### src/rtl/carry_increment_adder_cla.sv
// Registered carry-increment adder: BLOCK-bit CLA sections, upper sections add with carry-in 0
// and are conditionally incremented by the section carry chain. Optional overflow: CIA_CLA_OVF_EN.
module carry_increment_adder_cla #(
    parameter int WIDTH = 8,
    parameter int BLOCK = 4
) (
    input  logic             clk,
    input  logic             rst_n,
    input  logic             in_valid,
    input  logic [WIDTH-1:0] a,
    input  logic [WIDTH-1:0] b,
    input  logic             carry_in,
    output logic             out_valid,
    output logic [WIDTH-1:0] sum,
    output logic             carry_out
`ifdef CIA_CLA_OVF_EN
    ,
    output logic             overflow
`endif
);

    localparam int NSEC = (WIDTH + BLOCK - 1) / BLOCK;

    // Lookahead section of n live bits: every carry is a flat sum of products
    // over g/p, so no carry ripples from bit to bit. Returns {carry into bit n, sum}.
    function automatic logic [BLOCK:0] cla_sec(input logic [BLOCK-1:0] x,
                                               input logic [BLOCK-1:0] y,
                                               input logic             cin,
                                               input int               n);
        logic [BLOCK-1:0] g;
        logic [BLOCK-1:0] p;
        logic [BLOCK-1:0] s;
        logic [BLOCK:0]   c;
        logic             acc;
        logic             term;
        logic             cout;
        g    = x & y;
        p    = x ^ y;
        c    = '0;
        c[0] = cin;
        for (int i = 0; i < BLOCK; i++) begin
            acc = cin;
            for (int k = 0; k <= i; k++) acc = acc & p[k];
            for (int j = 0; j <= i; j++) begin
                term = g[j];
                for (int k = j + 1; k <= i; k++) term = term & p[k];
                acc = acc | term;
            end
            c[i+1] = acc;
        end
        s    = p ^ c[BLOCK-1:0];
        cout = 1'b0;
        for (int i = 0; i <= BLOCK; i++) begin
            if (i == n) cout = c[i];
        end
        for (int i = 0; i < BLOCK; i++) begin
            if (i >= n) s[i] = 1'b0;
        end
        return {cout, s};
    endfunction

    logic [NSEC*BLOCK-1:0] a_pad;
    logic [NSEC*BLOCK-1:0] b_pad;
    logic [NSEC:1]         sec_c;
    logic [WIDTH-1:0]      sum_d;
    logic                  cout_d;

    always_comb begin
        a_pad            = '0;
        b_pad            = '0;
        a_pad[WIDTH-1:0] = a;
        b_pad[WIDTH-1:0] = b;
    end

    genvar k;
    for (k = 0; k < NSEC; k++) begin : g_sec
        localparam int LO = k * BLOCK;
        localparam int N  = ((WIDTH - LO) < BLOCK) ? (WIDTH - LO) : BLOCK;

        logic [BLOCK-1:0] xa;
        logic [BLOCK-1:0] xb;
        logic [BLOCK:0]   r;

        assign xa = a_pad[LO +: BLOCK];
        assign xb = b_pad[LO +: BLOCK];

        if (k == 0) begin : g_base
            assign r               = cla_sec(xa, xb, carry_in, N);
            assign sum_d[LO +: N]  = r[N-1:0];
            assign sec_c[1]        = r[BLOCK];
        end else begin : g_inc
            logic [N-1:0] ps;
            logic         pc;
            logic         bp;
            assign r      = cla_sec(xa, xb, 1'b0, N);
            assign ps     = r[N-1:0];
            assign pc     = r[BLOCK];
            assign bp     = &(xa[N-1:0] ^ xb[N-1:0]);
            // Incoming carry only increments the pre-computed sum; the chain itself is one AND-OR per section.
            assign sum_d[LO +: N] = ps + N'(sec_c[k]);
            assign sec_c[k+1]     = pc | (bp & sec_c[k]);
        end

        if (N < BLOCK) begin : g_trim
            logic trim_unused;
            assign trim_unused = ^r[BLOCK-1:N];
        end
    end

    assign cout_d = sec_c[NSEC];

    logic             vld_q;
    logic [WIDTH-1:0] sum_q;
    logic             cout_q;

`ifdef CIA_CLA_OVF_EN
    logic ovf_d;
    logic ovf_q;
    assign ovf_d = (a[WIDTH-1] == b[WIDTH-1]) & (sum_d[WIDTH-1] != a[WIDTH-1]);
`endif

    // Output register: data loads only when qualified, so unqualified inputs never disturb it.
    always_ff @(posedge clk or negedge rst_n) begin
        if (!rst_n) begin
            vld_q  <= 1'b0;
            sum_q  <= '0;
            cout_q <= 1'b0;
`ifdef CIA_CLA_OVF_EN
            ovf_q  <= 1'b0;
`endif
        end else begin
            vld_q <= in_valid;
            if (in_valid) begin
                sum_q  <= sum_d;
                cout_q <= cout_d;
`ifdef CIA_CLA_OVF_EN
                ovf_q  <= ovf_d;
`endif
            end
        end
    end

    assign out_valid = vld_q;
    assign sum       = sum_q;
    assign carry_out = cout_q;
`ifdef CIA_CLA_OVF_EN
    assign overflow  = ovf_q;
`endif

endmodule

### config.mk
export PLATFORM = sky130hd
export DESIGN_NAME = carry_increment_adder_cla
export DESIGN_NICKNAME = d
export VERILOG_FILES = /design/src/rtl/carry_increment_adder_cla.sv
export SDC_FILE = /design/constraint.sdc
export NUM_CORES = 1
export LEC_CHECK = 0
export ABC_AREA = 0
export BUFFER_PORTS_ARGS = -buffer_cell sky130_fd_sc_hd__buf_2
export CAP_MARGIN = 20
export CORE_MARGIN = 4
export CORE_UTILIZATION = 42
export CTS_BUF_LIST = sky130_fd_sc_hd__clkbuf_16
export DETAILED_ROUTE_END_ITERATION = 6
export HOLD_SLACK_MARGIN = 0.12
export PLACE_DENSITY_LB_ADDON = 0.05
export SLEW_MARGIN = 15
export SYNTH_ARGS = -nofsm -noshare
export SYNTH_HDL_FRONTEND = slang
export SYNTH_SLANG_ARGS = --single-unit
### constraint.sdc
create_clock -name clk -period 1.7 [get_ports clk]
set_input_delay 0.255 -clock clk [delete_from_list [all_inputs] [get_ports clk]]
set_output_delay 0.255 -clock clk [all_outputs]
set_load 0.01 [all_outputs]
==> results.ini, run 1 <==
[outcome]
status = complete, but fails checks
violations = setup timing

[detailed_routing]
postRouteAntennaNets = 0
drc = 0
via_per_inst = 5.04
wl_per_cell_microns = 12.2
drtIter0Drc = 5
routed_wl_microns = 1480
dr_total_vias = 610
first_pass_iters = 4

[setup_path]
arrival_ns = 1.90
reg2reg_depth = 2
r2r_setup_slack_ns = 0.91
critPathKind = in2reg
critical_path.endpoint_type = flip-flop
crit_required_ns = 1.82
cp_max_fo = 2
cp-start-kind = input pin
worstReg2RegEnd = sum[3]
crit-reg2reg-launch = sum[3]

[logic_synthesis]
syn-cell-area_sq_um = 699
seq_area_frac_synth_pct = 35.8
synth.avg_cell_area_sq_um = 11.5
netlist_instances = 61
yosys_warnings = 0
ys_ff_latch = 10
synthesis.nets = 95
ys_types = 22

[die]
coreArea_sq_um = 1540
initial_utilization_pct = 45.4
num_io_pins = 30
die_area_sq_um = 2380
fp.dieW_microns = 48.8
chipHeight_microns = 48.8
row_count = 14

[power_and_ir_drop]
seqPwrFrac_pct = 29.5
power_density_nw_per_um2 = 966
p_comb_share_pct = 29.9
clkPwrFrac_pct = 40.7
static-leakage-power_uw = 0.000544
internal_power_uw = 772
ir_worst_vdd_mv = 0.618
p_sw_share_pct = 26.2
p_sw_uw = 275

[sta]
finalWorstPathRequiredPeriod_ns = 1.77
timing.final.ws_setup_ns = -0.0738
rsz0062_at_grt = yes
finalHoldViolations = 0
setup_violations = 2
slew_violations = 0
finClkSkew_ns = 0
tightestPinTransition_ns = 0.269
slew_headroom_pct = 82.1
timing.fmax_mhz = 564
tns_ns = -0.144
min_period_over_period_pct = 104

[grt]
grt_pass1_vias = 652
antenna_found_initial = 0
grtUsageTotal_pct = 15.1
grt_max_degree = 15
grt-ovfl-total = 0
grt_pass1_wl_microns = 2740

[layout]
final_nets = 140
instances_no_fill = 121
final_common_cell = buf_2
antenna_cells = 0
drive_above_1_share_pct = 49.5
final_cell_mix = buf_2, buf_4, dfrtp_1
final_core_util_pct = 70.3
syn_to_final_growth_pct = 54.9

[cts]
clockBufferDepth = 2
post_cts_buffers = 0
h-tree-depth = 1
insertion_delay_ns = 0.24
cts.sinks = 10
numCtsBuffers = 3
cts_tree = built
path_clk_slew_ns = 0.04
clockRootBuffer = clkbuf_16

[placement]
dp_hpwl_microns = 1160
dp.cells = 116
io_buffers = 29
gp_congestion = 0.731

[worst_hold_path]
hold_depth = 1
holdPathEnd = out_valid
hp-start = in_valid
hold_path.class = in2reg

[run]
cap_violations = 0

-- worst max-delay path, stage by stage --
cell and delay, ns:
buf_8 0.10, ha_4 0.23, ha_4 0.14, o21a_1 0.17
o211ai_1 0.19, nand2_1 0.08, ha_2 0.19, nand3_2 0.06
xor3_1 0.21, mux2_4 0.26
-- worst max path at each step --
stage	from	to	cells past startpoint
CTS	b[0]	sum[7]	10
floorplan	a[0]	sum[5]	8
finish	b[0]	sum[7]	10
global route	b[0]	sum[7]	10
global placement	a[0]	sum[7]	10
detailed placement	a[0]	sum[7]	10
-- layer usage --
| layer | vias up | track usage, % | wire length [microns] |
|---|---|---|---|
| met5 | - | 0 | 0 |
| met4 | 0 | 9.42 | 38 |
| met3 | 5 | 5.81 | 131 |
| met2 | 19 | 25.4 | 731 |
| met1 | 282 | 15.4 | 581 |
| li1 | 304 | - | - |
-- timing repair --
action	4_1_cts	5_1_grt
endpoints found under the setup margin	3	3
hold buffers	1	0
resized for setup	5	1
pin swaps	4	0
endpoints found under the hold margin	10	0
gates cloned	0	0
-- kinds of logic (layout without fill, tap and decap cells) --
kind of cell / count (synthesis) / count (layout) / synth area share, %
AOI/OAI and AO/OA: 12 / 12 / 11.1
buffers and inverters: 5 / 49 / 2.86
DFF: 10 / 10 / 35.8
muxes: 5 / 5 / 8.05
xor gates and xnor gates: 4 / 4 / 7.16
adders and majority gates: 14 / 14 / 27.2
and+or+nand+nor: 11 / 11 / 7.87
-- synthesized netlist by cell type --
cell      count  area share, %
nand4_1       1           0.90
dfrtp_1      10             36
a21oi_1       4            2.9
or3_1         1           0.90
o211ai_1      1            1.1
nand3_1       1           0.71
xnor2_1       3            3.8
o21a_1        3            3.2
nand3b_1      1            1.1
xor3_1        1            3.4
ha_1         12             21
nor3_1        1           0.71
a31o_1        1            1.3
buf_2         1           0.71
inv_1         4            2.1
nor2_1        4            2.1
fa_1          2            5.7
nor2b_1       1           0.90
o21ai_0       2            1.4
mux2_2        5            8.0
nand2_1       1           0.54
o22a_1        1            1.3
-- through the flow --
stage	hold slack [ns]	instance area (sq um)	power [uW]	setup slack (ns)
2_1_floorplan	-0.0406	722	476	-0.207
3_3_place_gp	0.131	965	609	-0.386
3_5_place_dp	0.135	965	613	-0.403
4_1_cts	0.292	1080	1060	-0.0842
5_1_grt	0.306	1080	1110	-0.172
6_report	0.289	1080	1050	-0.0738
-- power by group through the flow --
stage               Combinational, uW  Clock (uW)  Sequential, uW
CTS                               318         429             309
finish                            313         426             309
global route                      352         445             315
detailed placement                301           0             312
floorplan                         139           0             337
global placement                  297           0             312
-- cell type report --
| class | count | area, sq um |
|---|---|---|
| clock buffers | 3 | 75.1 |
| well taps | 16 | 20.0 |
| fillers | 126 | 458 |
| multi-input cells | 46 | 465 |
| clock inverters | 1 | 3.75 |
| repair buffers | 41 | 254 |
| flip-flops and latches | 10 | 250 |
| inverters | 4 | 15.0 |
-- sequential cells by signal, indices dropped and copies added (netlist names) --
signal,flops
carry_out,1
sum,8
out_valid,1
No activity file was read; power rests on OpenSTA's default activity.
==> inputs of run 2 (changes only) <==
--- a/config.mk
+++ b/config.mk
@@ -14,6 +14,7 @@
 export DETAILED_ROUTE_END_ITERATION = 6
 export HOLD_SLACK_MARGIN = 0.12
 export PLACE_DENSITY_LB_ADDON = 0.05
+export SKIP_LAST_GASP = 1
 export SLEW_MARGIN = 15
 export SYNTH_ARGS = -nofsm -noshare
 export SYNTH_HDL_FRONTEND = slang
==> results.ini, run 2 (synthesized netlist as in run 1, its figures left out) <==
[sta]
slew_violations = 0  ; unchanged
rsz0062_at_grt = yes  ; unchanged
tightestPinTransition_ns = 0.269  ; unchanged
timing.fmax_mhz = 564  ; about the same
finalHoldViolations = 0  ; unchanged
timing.final.ws_setup_ns = -0.0733  ; was -0.0738 ns
setup_violations = 2  ; unchanged
min_period_over_period_pct = 104  ; about the same
finalWorstPathRequiredPeriod_ns = 1.77  ; about the same
slew_headroom_pct = 82.1  ; unchanged
finClkSkew_ns = 0  ; unchanged

[layout]
final_nets = 140  ; unchanged
largest_reg_flops = 8  ; unchanged
drive_above_1_share_pct = 49.5  ; unchanged
final_common_cell = buf_2  ; unchanged
syn_to_final_growth_pct = 54.4  ; was 54.9%
stdcell_area_sq_um = 1080  ; about the same
final_core_util_pct = 70.0  ; was 70.3%
antenna_cells = 0  ; unchanged
final_cell_mix = buf_2, buf_4, dfrtp_1  ; unchanged
instances_no_fill = 121  ; unchanged

[placement]
place_area_sq_um = 965  ; unchanged
gp_congestion = 0.731  ; unchanged
dp.cells = 116  ; unchanged
dp_hpwl_microns = 1160  ; unchanged
io_buffers = 29  ; unchanged

[detailed_routing]
first_pass_iters = 4  ; unchanged
via_per_inst = 5.04  ; unchanged
routed_wl_microns = 1480  ; unchanged
postRouteAntennaNets = 0  ; unchanged
wl_per_cell_microns = 12.2  ; unchanged
drtIter0Drc = 5  ; unchanged
dr_total_vias = 610  ; unchanged
drc = 0  ; unchanged

[die]
die_area_sq_um = 2380  ; unchanged
chipHeight_microns = 48.8  ; unchanged
num_io_pins = 30  ; unchanged
fp.dieW_microns = 48.8  ; unchanged
row_count = 14  ; unchanged
initial_utilization_pct = 45.4  ; unchanged
coreArea_sq_um = 1540  ; unchanged

[cts]
cts.sinks = 10  ; unchanged
cts_tree = built  ; unchanged
numCtsBuffers = 3  ; unchanged
insertion_delay_ns = 0.24  ; about the same
path_clk_slew_ns = 0.04  ; about the same
clockBufferDepth = 2  ; unchanged
post_cts_buffers = 0  ; unchanged
clockRootBuffer = clkbuf_16  ; unchanged
h-tree-depth = 1  ; unchanged

[power_and_ir_drop]
seqPwrFrac_pct = 29.5  ; about the same
internal_power_uw = 771  ; was 772 uW
p_sw_uw = 275  ; unchanged
static-leakage-power_uw = 0.000543  ; was 0.000544 uW
power_density_nw_per_um2 = 969  ; was 966 nW/um^2
p_comb_share_pct = 29.8  ; was 29.9%
clkPwrFrac_pct = 40.7  ; about the same
ir_worst_vdd_mv = 0.618  ; about the same
p_sw_share_pct = 26.3  ; was 26.2%

[grt]
grt_max_degree = 15  ; unchanged
antenna_found_initial = 0  ; unchanged
grt_pass1_vias = 652  ; unchanged
grt_pass1_wl_microns = 2740  ; unchanged
grtUsageTotal_pct = 15.1  ; unchanged
grt-ovfl-total = 0  ; unchanged

[outcome]
violations = setup timing  ; unchanged
status = complete, but fails checks  ; unchanged

[setup_path]
arrival_ns = 1.89  ; was 1.90 ns
critPathKind = in2reg  ; unchanged
cp_max_fo = 2  ; unchanged
critical_path.endpoint_type = flip-flop  ; unchanged
cp-start-kind = input pin  ; unchanged
crit_required_ns = 1.82  ; about the same

[worst_hold_path]
hold_path.class = in2reg  ; unchanged

[run]
cap_violations = 0  ; unchanged

-- run 2: cell counts in the layout (fill, tap and decap cells not counted) --
Identical to the previous run, type by type.
-- run 2: power groups by stage --
stage / registers [uW] / logic [uW] / clock network [uW]
6_report: 309 / 312 / 426
3_3_place_gp: 312 / 297 / 0
5_1_grt: 315 / 351 / 445
2_1_floorplan: 337 / 139 / 0
3_5_place_dp: 312 / 301 / 0
4_1_cts: 309 / 318 / 429
-- run 2: repair_timing --
item	CTS	global route
pin swaps	4	0
endpoints found under the hold margin	10	0
hold buffers	1	0
gates resized for setup	5	0
setup endpoints to repair	3	3
-- run 2: per-layer routing --
metal  vias up  routed length (microns)  global-route usage (%)  part of all wire, %
met1       282                      582                    15.4                   39
li1        304                        -                       -                    -
met4         0                       38                    9.42                  2.6
met2        19                      731                    25.4                   49
met3         5                      131                    5.81                  8.8
met5         -                        0                       0                    0
-- run 2: area by class of cell --
| class | count | area, sq um |
|---|---|---|
| fillers | 126 | 462 |
| clock buffers | 3 | 75.1 |
| repair buffers | 41 | 250 |
| inverters | 4 | 15.0 |
| well taps | 16 | 20.0 |
| flip-flops and latches | 10 | 250 |
| multi-input cells | 46 | 465 |
| clock inverters | 1 | 3.75 |
-- run 2: path summary, 6_finish.rpt --
check / startpoint / endpoint / slack [ns] / cells past startpoint
max in group asynchronous: rst_n / out_valid / 1.11 / 2
min in group asynchronous: rst_n / sum[1] / 0.40 / 2
worst min-delay path: in_valid / out_valid / 0.29 / 1
worst min register to register: carry_out / carry_out / 0.50 / 1
worst max register to register: sum[3] / sum[3] / 0.91 / 2
worst max-delay path: b[0] / sum[7] / -0.07 / 10
-- run 2: worst max-delay path, stage by stage --
cell	delay, ns
buf_6	0.10
ha_4	0.23
ha_4	0.14
o21a_1	0.17
o211ai_1	0.19
nand2_1	0.08
ha_2	0.19
nand3_2	0.06
xor3_1	0.21
mux2_4	0.26
-- run 2: per-stage QoR --
stage / worst slack, ns / setup TNS [ns] / hold slack, ns / total power, uW
4_1_cts: -0.0842 / -0.156 / 0.292 / 1060
6_report: -0.0733 / -0.143 / 0.289 / 1050
2_1_floorplan: -0.207 / -0.497 / -0.0406 / 476
3_5_place_dp: -0.403 / -1.50 / 0.135 / 613
3_3_place_gp: -0.386 / -1.44 / 0.131 / 609
5_1_grt: -0.173 / -0.402 / 0.306 / 1110
